--- src/rtl/pc_branch_unit_pkg.sv ---
// rtl/pc_branch_unit_pkg.sv - shared types and constants for the fetch-side PC/branch unit
package pc_branch_unit_pkg;

    localparam int          XLEN_DEF     = 32;
    localparam logic [31:0] RESET_PC_DEF = 32'h0000_0000;
    localparam logic [31:0] TRAP_PC_DEF  = 32'h0000_0100;
    localparam int          INSTR_BYTES  = 4;

    typedef enum logic [1:0] {
        ST_IDLE  = 2'd0,
        ST_FETCH = 2'd1,
        ST_FLUSH = 2'd2
    } state_e;

endpackage

--- src/rtl/pc_target_adder.sv ---
// rtl/pc_target_adder.sv - branch/jump target adder with word-alignment flag
module pc_target_adder #(
    parameter int XLEN = 32
) (
    input  logic [XLEN-1:0] i_base,
    input  logic [XLEN-1:0] i_off,
    output logic [XLEN-1:0] o_target,
    output logic            o_aligned
);

    // Plain modular add: wrap-around is the intended behaviour, no carry out.
    assign o_target  = i_base + i_off;
    assign o_aligned = (o_target[1:0] == 2'b00);

endmodule

--- src/rtl/pc_branch_unit.sv ---
// rtl/pc_branch_unit.sv - PC register, redirect/flush FSM and fetch address generation
module pc_branch_unit
    import pc_branch_unit_pkg::*;
#(
    parameter int              XLEN         = XLEN_DEF,
    parameter logic [XLEN-1:0] RESET_PC     = RESET_PC_DEF,
    parameter logic [XLEN-1:0] TRAP_PC      = TRAP_PC_DEF,
    parameter int              FLUSH_CYCLES = 2
) (
    input  logic            clk,
    input  logic            rst_n,
    input  logic            br_valid,
    input  logic            br_taken,
    input  logic [XLEN-1:0] br_pc,
    input  logic [XLEN-1:0] br_off,
    input  logic            stall,
    output logic [XLEN-1:0] pc_o,
    output logic [XLEN-1:0] pc_plus4_o,
    output logic            fetch_valid_o,
    output logic            flush_o,
    output logic            misalign_o
);

    localparam logic [XLEN-1:0] PC_STEP  = XLEN'(INSTR_BYTES);
    localparam logic [2:0]      CNT_INIT = 3'(FLUSH_CYCLES - 1);

    state_e          r_state;
    logic [2:0]      r_cnt;
    logic [XLEN-1:0] r_pc;
    logic            r_fetch_valid;
    logic            r_flush;
    logic            r_misalign;

    logic [XLEN-1:0] w_target;
    logic            w_aligned;
    logic            w_taken;

    pc_target_adder #(
        .XLEN (XLEN)
    ) u_target_adder (
        .i_base    (br_pc),
        .i_off     (br_off),
        .o_target  (w_target),
        .o_aligned (w_aligned)
    );

    assign w_taken = br_valid & br_taken;

    always_ff @(posedge clk or negedge rst_n) begin
        if (!rst_n) begin
            r_state       <= ST_IDLE;
            r_cnt         <= 3'd0;
            r_pc          <= RESET_PC;
            r_fetch_valid <= 1'b0;
            r_flush       <= 1'b0;
            r_misalign    <= 1'b0;
        end else begin
            r_flush    <= 1'b0;
            r_misalign <= 1'b0;
            case (r_state)
                ST_IDLE: begin
                    r_state       <= ST_FETCH;
                    r_fetch_valid <= 1'b1;
                end
                ST_FETCH: begin
                    // A taken branch wins over stall: the redirect must not be lost.
                    if (w_taken) begin
                        r_pc          <= w_aligned ? w_target : TRAP_PC;
                        r_flush       <= 1'b1;
                        r_misalign    <= ~w_aligned;
                        r_cnt         <= CNT_INIT;
                        r_state       <= ST_FLUSH;
                        r_fetch_valid <= 1'b0;
                    end else if (!stall) begin
                        r_pc <= r_pc + PC_STEP;
                    end
                end
                ST_FLUSH: begin
                    // Wrong-path branches are ignored; the bubble count ignores stall.
                    if (r_cnt == 3'd0) begin
                        r_state       <= ST_FETCH;
                        r_fetch_valid <= 1'b1;
                    end else begin
                        r_cnt <= r_cnt - 3'd1;
                    end
                end
                default: begin
                    r_state       <= ST_IDLE;
                    r_fetch_valid <= 1'b0;
                end
            endcase
        end
    end

    assign pc_o          = r_pc;
    assign pc_plus4_o    = r_pc + PC_STEP;
    assign fetch_valid_o = r_fetch_valid;
    assign flush_o       = r_flush;
    assign misalign_o    = r_misalign;

endmodule

--- config.mk ---
export PLATFORM = sky130hd
export DESIGN_NAME = pc_branch_unit
export DESIGN_NICKNAME = d
export VERILOG_FILES = /design/src/rtl/pc_branch_unit_pkg.sv /design/src/rtl/pc_target_adder.sv /design/src/rtl/pc_branch_unit.sv
export SDC_FILE = /design/constraint.sdc
export NUM_CORES = 1
export LEC_CHECK = 0
export CAP_MARGIN = 20
export CORE_MARGIN = 10
export CORE_UTILIZATION = 44
export DETAILED_ROUTE_END_ITERATION = 10
export HOLD_SLACK_MARGIN = 0.05
export PLACE_DENSITY_LB_ADDON = 0.3
export SYNTH_ARGS = -nofsm -noshare
export SYNTH_HDL_FRONTEND = slang
export SYNTH_SLANG_ARGS = --single-unit
--- constraint.sdc ---
create_clock -name clk -period 1.8 [get_ports clk]
set_clock_uncertainty 0.1 [all_clocks]
set_input_delay 0.18 -clock clk [delete_from_list [all_inputs] [get_ports clk]]
set_output_delay 0.18 -clock clk [all_outputs]
set_load 0.03 [all_outputs]
==> results of run 1 <==
## Yosys cell counts, drive strengths merged, types with 10 or more instances
library cell / instances
clkbuf: 20
xnor2: 33
o21ai: 54
and2: 10
nand3: 23
ha: 34
and3: 13
a21oi: 51
nor3: 12
inv: 17
dfrtp: 40
nand4: 10
xor2: 20
a21o: 16
nor2: 38
nand2: 56
## repair_timing
item | 4_1_cts
resized for setup | 339
pin swaps | 111
hold buffers | 1
setup endpoints to repair | 70
endpoints found under the hold margin | 40
setup buffers | 49
cloned | 0
## cells by family after synthesis
| logic type | synth area share |
|---|---|
| AOI/OAI and AO/OA | 0.276 |
| xor gates and xnor gates | 0.108 |
| adders and majority gates | 0.102 |
| buffers and inverters | 0.0451 |
| DFF | 0.228 |
| muxes | 0.00456 |
| and+or+nand+nor | 0.238 |
## metrics by stage
| step | instances | utilization | setup WS [ns] | hold WS, ns |
|---|---|---|---|---|
| global placement | 978 | 0.788 | -0.944 | 0.173 |
| detailed placement | 978 | 0.788 | -1.04 | 0.169 |
| CTS | 1031 | 0.902 | -0.692 | 0.273 |
| floorplan | 562 | - | -0.435 | -0.216 |
## layer usage
layer	GRT overflow	track usage
met1	5	0.752
met5	0	0.181
met4	133	0.894
met2	292	0.977
met3	5	0.692
==> results.yml, run 1 <==
floorplan:
  ios: 136
  die_h_um: 120
  die_x_um: 120
  start_util: 0.451
  std_cell_rows: 36
synth:
  synth_edf_count: 0
  ys_ff_latch: 40
  synth_cells: 562
  syn_area_sq_mm: 0.00439
  yosysTopAreaCell: "dfrtp_1"
  postSynthAreaPerCell_sq_um: 7.81
  ys_warn_count: 0
  ys_top_cells_by_area: "dfrtp_1 (23%), ha_1 (9.7%), xnor2_1 (6.6%), o21ai_0 (6.0%), a21oi_1 (5.8%)"
  ys.flop_type: "dfrtp_1"
  yosysUniqueCellTypes: 66
  yosys.area.top_type_share: 0.228
  syn_nets: 666
  yosysSeqAreaShare: 0.228
  async_reset_ff_frac: 1.00
place:
  dp.final_hpwl_um: 14700
  port_buffers: 135
  placed_area_sq_mm: 0.00767
  finalWeightedCongestion: 0.900
clocking:
  root_buffer: "clkbuf_8"
  h-tree-depth: 2
  numCtsBuffers: 5
  cts_sinks: 40
  cts_buffer_depth: 2
grt:
  grt-ovfl-total: 435
  grt_max_degree: 41
  grt_usage: 0.806
timing:
  postGrtWorstEndpoint: "pc_plus4_o[30]"
  worst_endpoint_kind: "primary output"
run_status:
  tool.error: "[ERROR GRT-0232] Routing congestion too high. Check the congestion heatmap in the GUI."
  stop_stage: "5_1_grt"
  status: "aborted with a tool error"
==> inputs of run 2 (changes only) <==
--- a/config.mk
+++ b/config.mk
@@ -7,10 +7,9 @@
 export LEC_CHECK = 0
 export CAP_MARGIN = 20
 export CORE_MARGIN = 10
-export CORE_UTILIZATION = 44
+export CORE_UTILIZATION = 40
 export DETAILED_ROUTE_END_ITERATION = 10
-export HOLD_SLACK_MARGIN = 0.05
-export PLACE_DENSITY_LB_ADDON = 0.3
+export PLACE_DENSITY_LB_ADDON = 0.15
 export SYNTH_ARGS = -nofsm -noshare
 export SYNTH_HDL_FRONTEND = slang
 export SYNTH_SLANG_ARGS = --single-unit
==> constraint.sdc (replaced) <==
create_clock -name clk -period 2.34 [get_ports clk]
set_clock_uncertainty 0.1 [all_clocks]
set_input_delay 0.234 -clock clk [delete_from_list [all_inputs] [get_ports clk]]
set_output_delay 0.234 -clock clk [all_outputs]
set_load 0.03 [all_outputs]
==> run 2 against run 1 <==
Compared with the run above:
- the flow now finishes, with violations (negative hold slack, negative setup slack)
- synthesized cell count did not move
- area after synthesis unchanged
==> results.yml, run 2 <==
floorplan:
  start_util: 0.406
  die_h_um: 125
  core_area_sq_mm: 0.0108
  die_x_um: 125
  dieArea_sq_mm: 0.0156
  ios: 136
  std_cell_rows: 38
timing:
  fin_ws_ns: -0.116
  max_freq_ghz: 0.407
  finalCriticalPeriod_ns: 2.46
  report.final.hold_viol_count: 40
  rsz0062_at_grt: "true"
  whs_ns: -0.0437
  slew_violations: 0
  setup_violations: 9
  tightest_slew_ns: 0.907
  maxSlewHeadroom: 0.395
  finalCritPeriodShare: 1.05
grt:
  grt_max_degree: 41
  grt_usage: 0.192
  grt_pass1_vias: 5290
  grt-ovfl-total: 0
  antenna_found_initial: 0
  grt_pass1_wl_um: 25800
power:
  power.leakage_uw: 0.00352
  peakVddDrop_mv: 0.468
  power_uw: 6180
  pwr_density_cell_mw_per_mm2: 794
critical_path:
  rr_worst_depth: 9
  cp_data_required_time_ns: 2.01
  timing.rr.start: "pc_o[3]$_DFFE_PN0P_"
  startpoint: "pc_o[3]$_DFFE_PN0P_"
  crit_fanout: 4
  r2r_slack_ns: 0.09
  r2r-end: "pc_o[22]$_DFFE_PN0P_"
  arrival_ns: 2.12
  worstSetupStartpointType: "flop"
  cp-end-kind: "output pin"
  critical_path_class: "reg2out"
clocking:
  hold_buffers: 0
  path_clk_slew_ns: 0.08
  numCtsBuffers: 5
  insertion_delay_ns: 0.29
  cts_tree: "built"
  h-tree-depth: 2
  cts_sinks: 40
  root_buffer: "clkbuf_8"
  cts_buffer_depth: 2
synth:
  ys_warn_count: 0
  yosysSeqAreaShare: 0.228
  syn_nets: 666
  ys_top_cells_by_area: "dfrtp_1 (23%), ha_1 (9.7%), xnor2_1 (6.6%), o21ai_0 (6.0%), a21oi_1 (5.8%)"
  synthMostInstantiatedCell: "nand2_1"
  yosys.area.top_type_share: 0.228
  yosysTopAreaCell: "dfrtp_1"
  async_reset_ff_frac: 1.00
  ys.flop_type: "dfrtp_1"
  synth_edf_count: 0
  synth_cells: 562
  ys_ff_latch: 40
  yosysUniqueCellTypes: 66
  postSynthAreaPerCell_sq_um: 7.81
  syn_area_sq_mm: 0.00439
  synth_commonest_cells: "nand2_1 (55), o21ai_0 (53), a21oi_1 (51)"
final_layout:
  finalNetCount: 927
  layout_commonest_cell: "buf_4"
  design_area_sq_mm: 0.00779
  mostFrequentLayoutCells: "buf_4 (154), clkdlybuf4s50_1 (82), nand2_1 (51)"
  area_delta_synth_final_pct: 77.6
  layout-drive-gt1-share: 0.339
  largest_reg_flops: 32
  n_antenna_cell: 0
place:
  placed_area_sq_mm: 0.00698
  dp.final_hpwl_um: 13100
  pre_cts_slack_ns: -0.557
  port_buffers: 135
  finalWeightedCongestion: 0.894
route:
  drtPass1Iterations: 5
  wl_met3_um: 1030
  met2_length_um: 8350
  drcViolationCount: 0
  antenna_left: 0
  vias_per_cell: 5.57
  wl_um: 17000
  vias: 5367
  top_layer_used: "met4"
  wl_met1_um: 7280
  routedWlPerCell_um: 17.6
  drt_iter0_markers: 398
run_status:
  status: "complete, but fails checks"
  violations: "negative hold slack, negative setup slack"
job:
  maxCapViolCount: 0
worst_hold_path:
  hold_class: "in2async"
[run 2: per-stage QoR]
step	utilization	cells	hold WS, ns	TNS (ns)
4_1_cts	0.678	954	0.00821	-0.495
3_5_place_dp	0.647	941	0.324	-10.96
5_1_grt	0.722	964	0.0259	-1.60
2_1_floorplan	-	562	-0.162	-0.0267
6_report	0.722	964	-0.0437	-0.463
3_3_place_gp	0.647	941	0.310	-9.46
[run 2: kinds of logic (layout without fill, tap and decap cells)]
family | after synthesis | after routing | share of synthesized area
AOI/OAI and AO/OA | 190 | 190 | 0.276
xor gates and xnor gates | 53 | 53 | 0.108
adders and majority gates | 35 | 35 | 0.102
buffers and inverters | 46 | 308 | 0.0451
DFF | 40 | 40 | 0.228
muxes | 2 | 2 | 0.00456
and+or+nand+nor | 196 | 196 | 0.238
[run 2: metal layers]
layer,GRT usage,vias up
li1,-,2587
met4,0.0658,0
met2,0.323,219
met5,0,-
met1,0.241,2533
met3,0.0319,28
[run 2: layout make-up]
cell class | instances | area [sq um]
clock buffer | 5 | 68.8
clock inverter | 3 | 42.5
fill | 826 | 3000
inverter | 17 | 63.8
multi-input combinational | 476 | 3800
sequential | 40 | 1010
tap | 140 | 175
timing repair buffer | 283 | 2640
[run 2: worst max-delay path, stage by stage (launching register included)]
cell	delay, ns
dfrtp_2	0.39
ha_4	0.14
and4_4	0.26
nand3_4	0.09
nor2_4	0.15
nor4b_4	0.24
nand3_2	0.18
xnor2_4	0.22
buf_12	0.14
[run 2: timing repair]
action,CTS,global route
buffers inserted,6,10
resized for setup,54,79
pin swaps,27,45
setup endpoints to repair,39,35
[run 2: worst max-delay path by stage]
stage / end
after floorplan: pc_plus4_o[27]
after detailed placement: pc_o[28]$_DFFE_PN0P_
final: pc_plus4_o[30]
after CTS: pc_plus4_o[30]
after global placement: pc_o[28]$_DFFE_PN0P_
after global routing: pc_plus4_o[30]
[run 2: report_power, final]
| group | internal [uW] | total, uW | switching [uW] |
|---|---|---|---|
| Sequential | 924 | 1150 | 226 |
| Combinational | 2060 | 4460 | 2400 |
| Clock | 316 | 573 | 257 |
Note: power is estimated with default switching activity, not from simulation.
==> inputs of run 3 (changes only) <==
--- a/config.mk
+++ b/config.mk
@@ -9,7 +9,7 @@
 export CORE_MARGIN = 10
 export CORE_UTILIZATION = 40
 export DETAILED_ROUTE_END_ITERATION = 10
-export PLACE_DENSITY_LB_ADDON = 0.15
+export PLACE_DENSITY = 0.71
 export SYNTH_ARGS = -nofsm -noshare
 export SYNTH_HDL_FRONTEND = slang
 export SYNTH_SLANG_ARGS = --single-unit
==> run 3 against run 2 <==
Compared with the run above:
- via count up 3.4%
- cell count up 2.8%
- sequential share of layout area down 0.36 points
- die area unchanged
- largest power group unchanged
- the run ends with negative setup slack left
==> results.yml, run 3 (synthesized netlist as in run 2, its figures left out) <==
run_status:
  status: "complete, but fails checks"
  violations: "negative setup slack"
floorplan:
  dieArea_sq_mm: 0.0156
  std_cell_rows: 38
  die_x_um: 125
  core_area_sq_mm: 0.0108
  ios: 136
  die_h_um: 125
  start_util: 0.406
clocking:
  path_clk_slew_ns: 0.09
  h-tree-depth: 2
  insertion_delay_ns: 0.31
  cts_sinks: 40
  root_buffer: "clkbuf_8"
  cts_tree: "built"
  numCtsBuffers: 5
  cts_buffer_depth: 2
timing:
  fin_ws_ns: -0.108
  finalCriticalPeriod_ns: 2.45
  finalCritPeriodShare: 1.05
  slew_violations: 0
  maxSlewHeadroom: 0.364
  report.final.hold_viol_count: 0
  tightest_slew_ns: 0.954
  setup_violations: 10
  rsz0062_at_grt: "true"
  max_freq_ghz: 0.408
place:
  pre_cts_slack_ns: -0.546
  place_inst: 953
  dp.final_hpwl_um: 13600
  finalWeightedCongestion: 0.915
  port_buffers: 135
route:
  drt_iter0_markers: 640
  routedWlPerCell_um: 18.0
  drtPass1Iterations: 6
  drcViolationCount: 0
  antenna_left: 0
  vias: 5550
  vias_per_cell: 5.60
  wl_um: 17800
final_layout:
  largest_reg_flops: 32
  final_cells: 991
  utilization: 0.742
  area_delta_synth_final_pct: 82.6
  layout-drive-gt1-share: 0.357
  finalNetCount: 954
  n_antenna_cell: 0
  mostFrequentLayoutCells: "buf_4 (176), clkdlybuf4s50_1 (78), nand2_1 (54)"
  layout_commonest_cell: "buf_4"
critical_path:
  slowest_stage: "dfrtp_1"
  rr_worst_depth: 11
  arrival_ns: 2.11
  r2r_slack_ns: 0.15
  cp-end-kind: "output pin"
  crit_fanout: 6
  path_cells: "and4_1 > nand2_2 > buf_4 > nor2_4 > nor4b_4 > nand3_2 > xnor2_4 > buf_12"
  critical_path_class: "reg2out"
  crit_family: "simple AND/OR/NAND/NOR gates"
  max_stage_delay_ns: 0.38
  cp_data_required_time_ns: 2.01
  path_depth: 8
  worstSetupStartpointType: "flop"
  crit_buf_inv: 2
grt:
  grt_usage: 0.205
  grt_pass1_wl_um: 27500
  antenna_found_initial: 0
  grt_max_degree: 41
  grt-ovfl-total: 0
  grt_pass1_vias: 5563
power:
  switching_share: 0.465
  p_clk_frac: 0.095
  peakVddDrop_mv: 0.580
  internal-power_uw: 3400
  p_comb_frac: 0.736
  pwr_density_cell_mw_per_mm2: 795
  power.leakage_uw: 0.00372
  switchingPower_uw: 2960
  seqPwrFrac: 0.169
job:
  maxCapViolCount: 0
worst_hold_path:
  hold_path_depth: 1
  hold_class: "reg2reg"
-- run 3: final cells by class --
cell class / count / area (sq um)
Multi-Input combinational cell: 476 / 3810
Timing Repair Buffer: 310 / 2840
Fill cell: 731 / 2780
Sequential cell: 40 / 1010
Tap cell: 140 / 175
Clock buffer: 5 / 68.8
Inverter: 17 / 63.8
Clock inverter: 3 / 47.5
-- run 3: per-stage QoR --
stage               area, sq um  hold slack [ns]  setup TNS (ns)  total power [uW]
global route               8010            0.457           -1.35              6700
finish                     8010            0.430          -0.313              6360
CTS                        7520            0.438          -0.698              6180
detailed placement         7050            0.327          -11.25              5430
floorplan                  4460           -0.162         -0.0267              3280
global placement           7050            0.314           -9.46              5350
-- run 3: layer usage --
layer  part of all wire  wire [um]  GRT usage
met4              0.030        529     0.0644
met3              0.073       1300     0.0391
met1               0.40       7140      0.251
met5                  0          0          0
met2               0.50       8840      0.352
-- run 3: path summary, 6_finish.rpt --
check / to / from
min in group asynchronous: pc_o[21]$_DFFE_PN0P_ / rst_n
min reg2reg: pc_o[1]$_DFFE_PN0P_ / pc_o[1]$_DFFE_PN0P_
min: pc_o[1]$_DFFE_PN0P_ / pc_o[1]$_DFFE_PN0P_
max: pc_plus4_o[30] / pc_o[14]$_DFFE_PN0P_
max reg2reg: pc_o[26]$_DFFE_PN0P_ / pc_o[3]$_DFFE_PN0P_
max in group asynchronous: pc_o[19]$_DFFE_PN0P_ / rst_n
-- run 3: power by group through the flow --
| stage | Clock (uW) | Combinational [uW] | Sequential [uW] |
|---|---|---|---|
| 6_report | 603 | 4680 | 1080 |
| 5_1_grt | 632 | 4970 | 1110 |
| 4_1_cts | 601 | 4510 | 1070 |
| 3_5_place_dp | 0 | 4350 | 1080 |
| 3_3_place_gp | 0 | 4290 | 1060 |
| 2_1_floorplan | 0 | 1670 | 1610 |
-- run 3: timing repair --
action	CTS	global route
endpoints found under the setup margin	38	39
resized for setup	65	82
hold buffers	1	0
buffers inserted	12	17
pin swaps	28	44
endpoints found under the hold margin	14	0
==> inputs of run 4 (changes only) <==
--- a/config.mk
+++ b/config.mk
@@ -8,6 +8,7 @@
 export CAP_MARGIN = 20
 export CORE_MARGIN = 10
 export CORE_UTILIZATION = 40
+export CTS_BUF_LIST = sky130_fd_sc_hd__clkbuf_4 sky130_fd_sc_hd__clkbuf_8 sky130_fd_sc_hd__clkbuf_16
 export DETAILED_ROUTE_END_ITERATION = 10
 export PLACE_DENSITY = 0.71
 export SYNTH_ARGS = -nofsm -noshare
==> results of run 4 <==
Same layout as run 3: the final DEF is identical, and so are final timing and power.
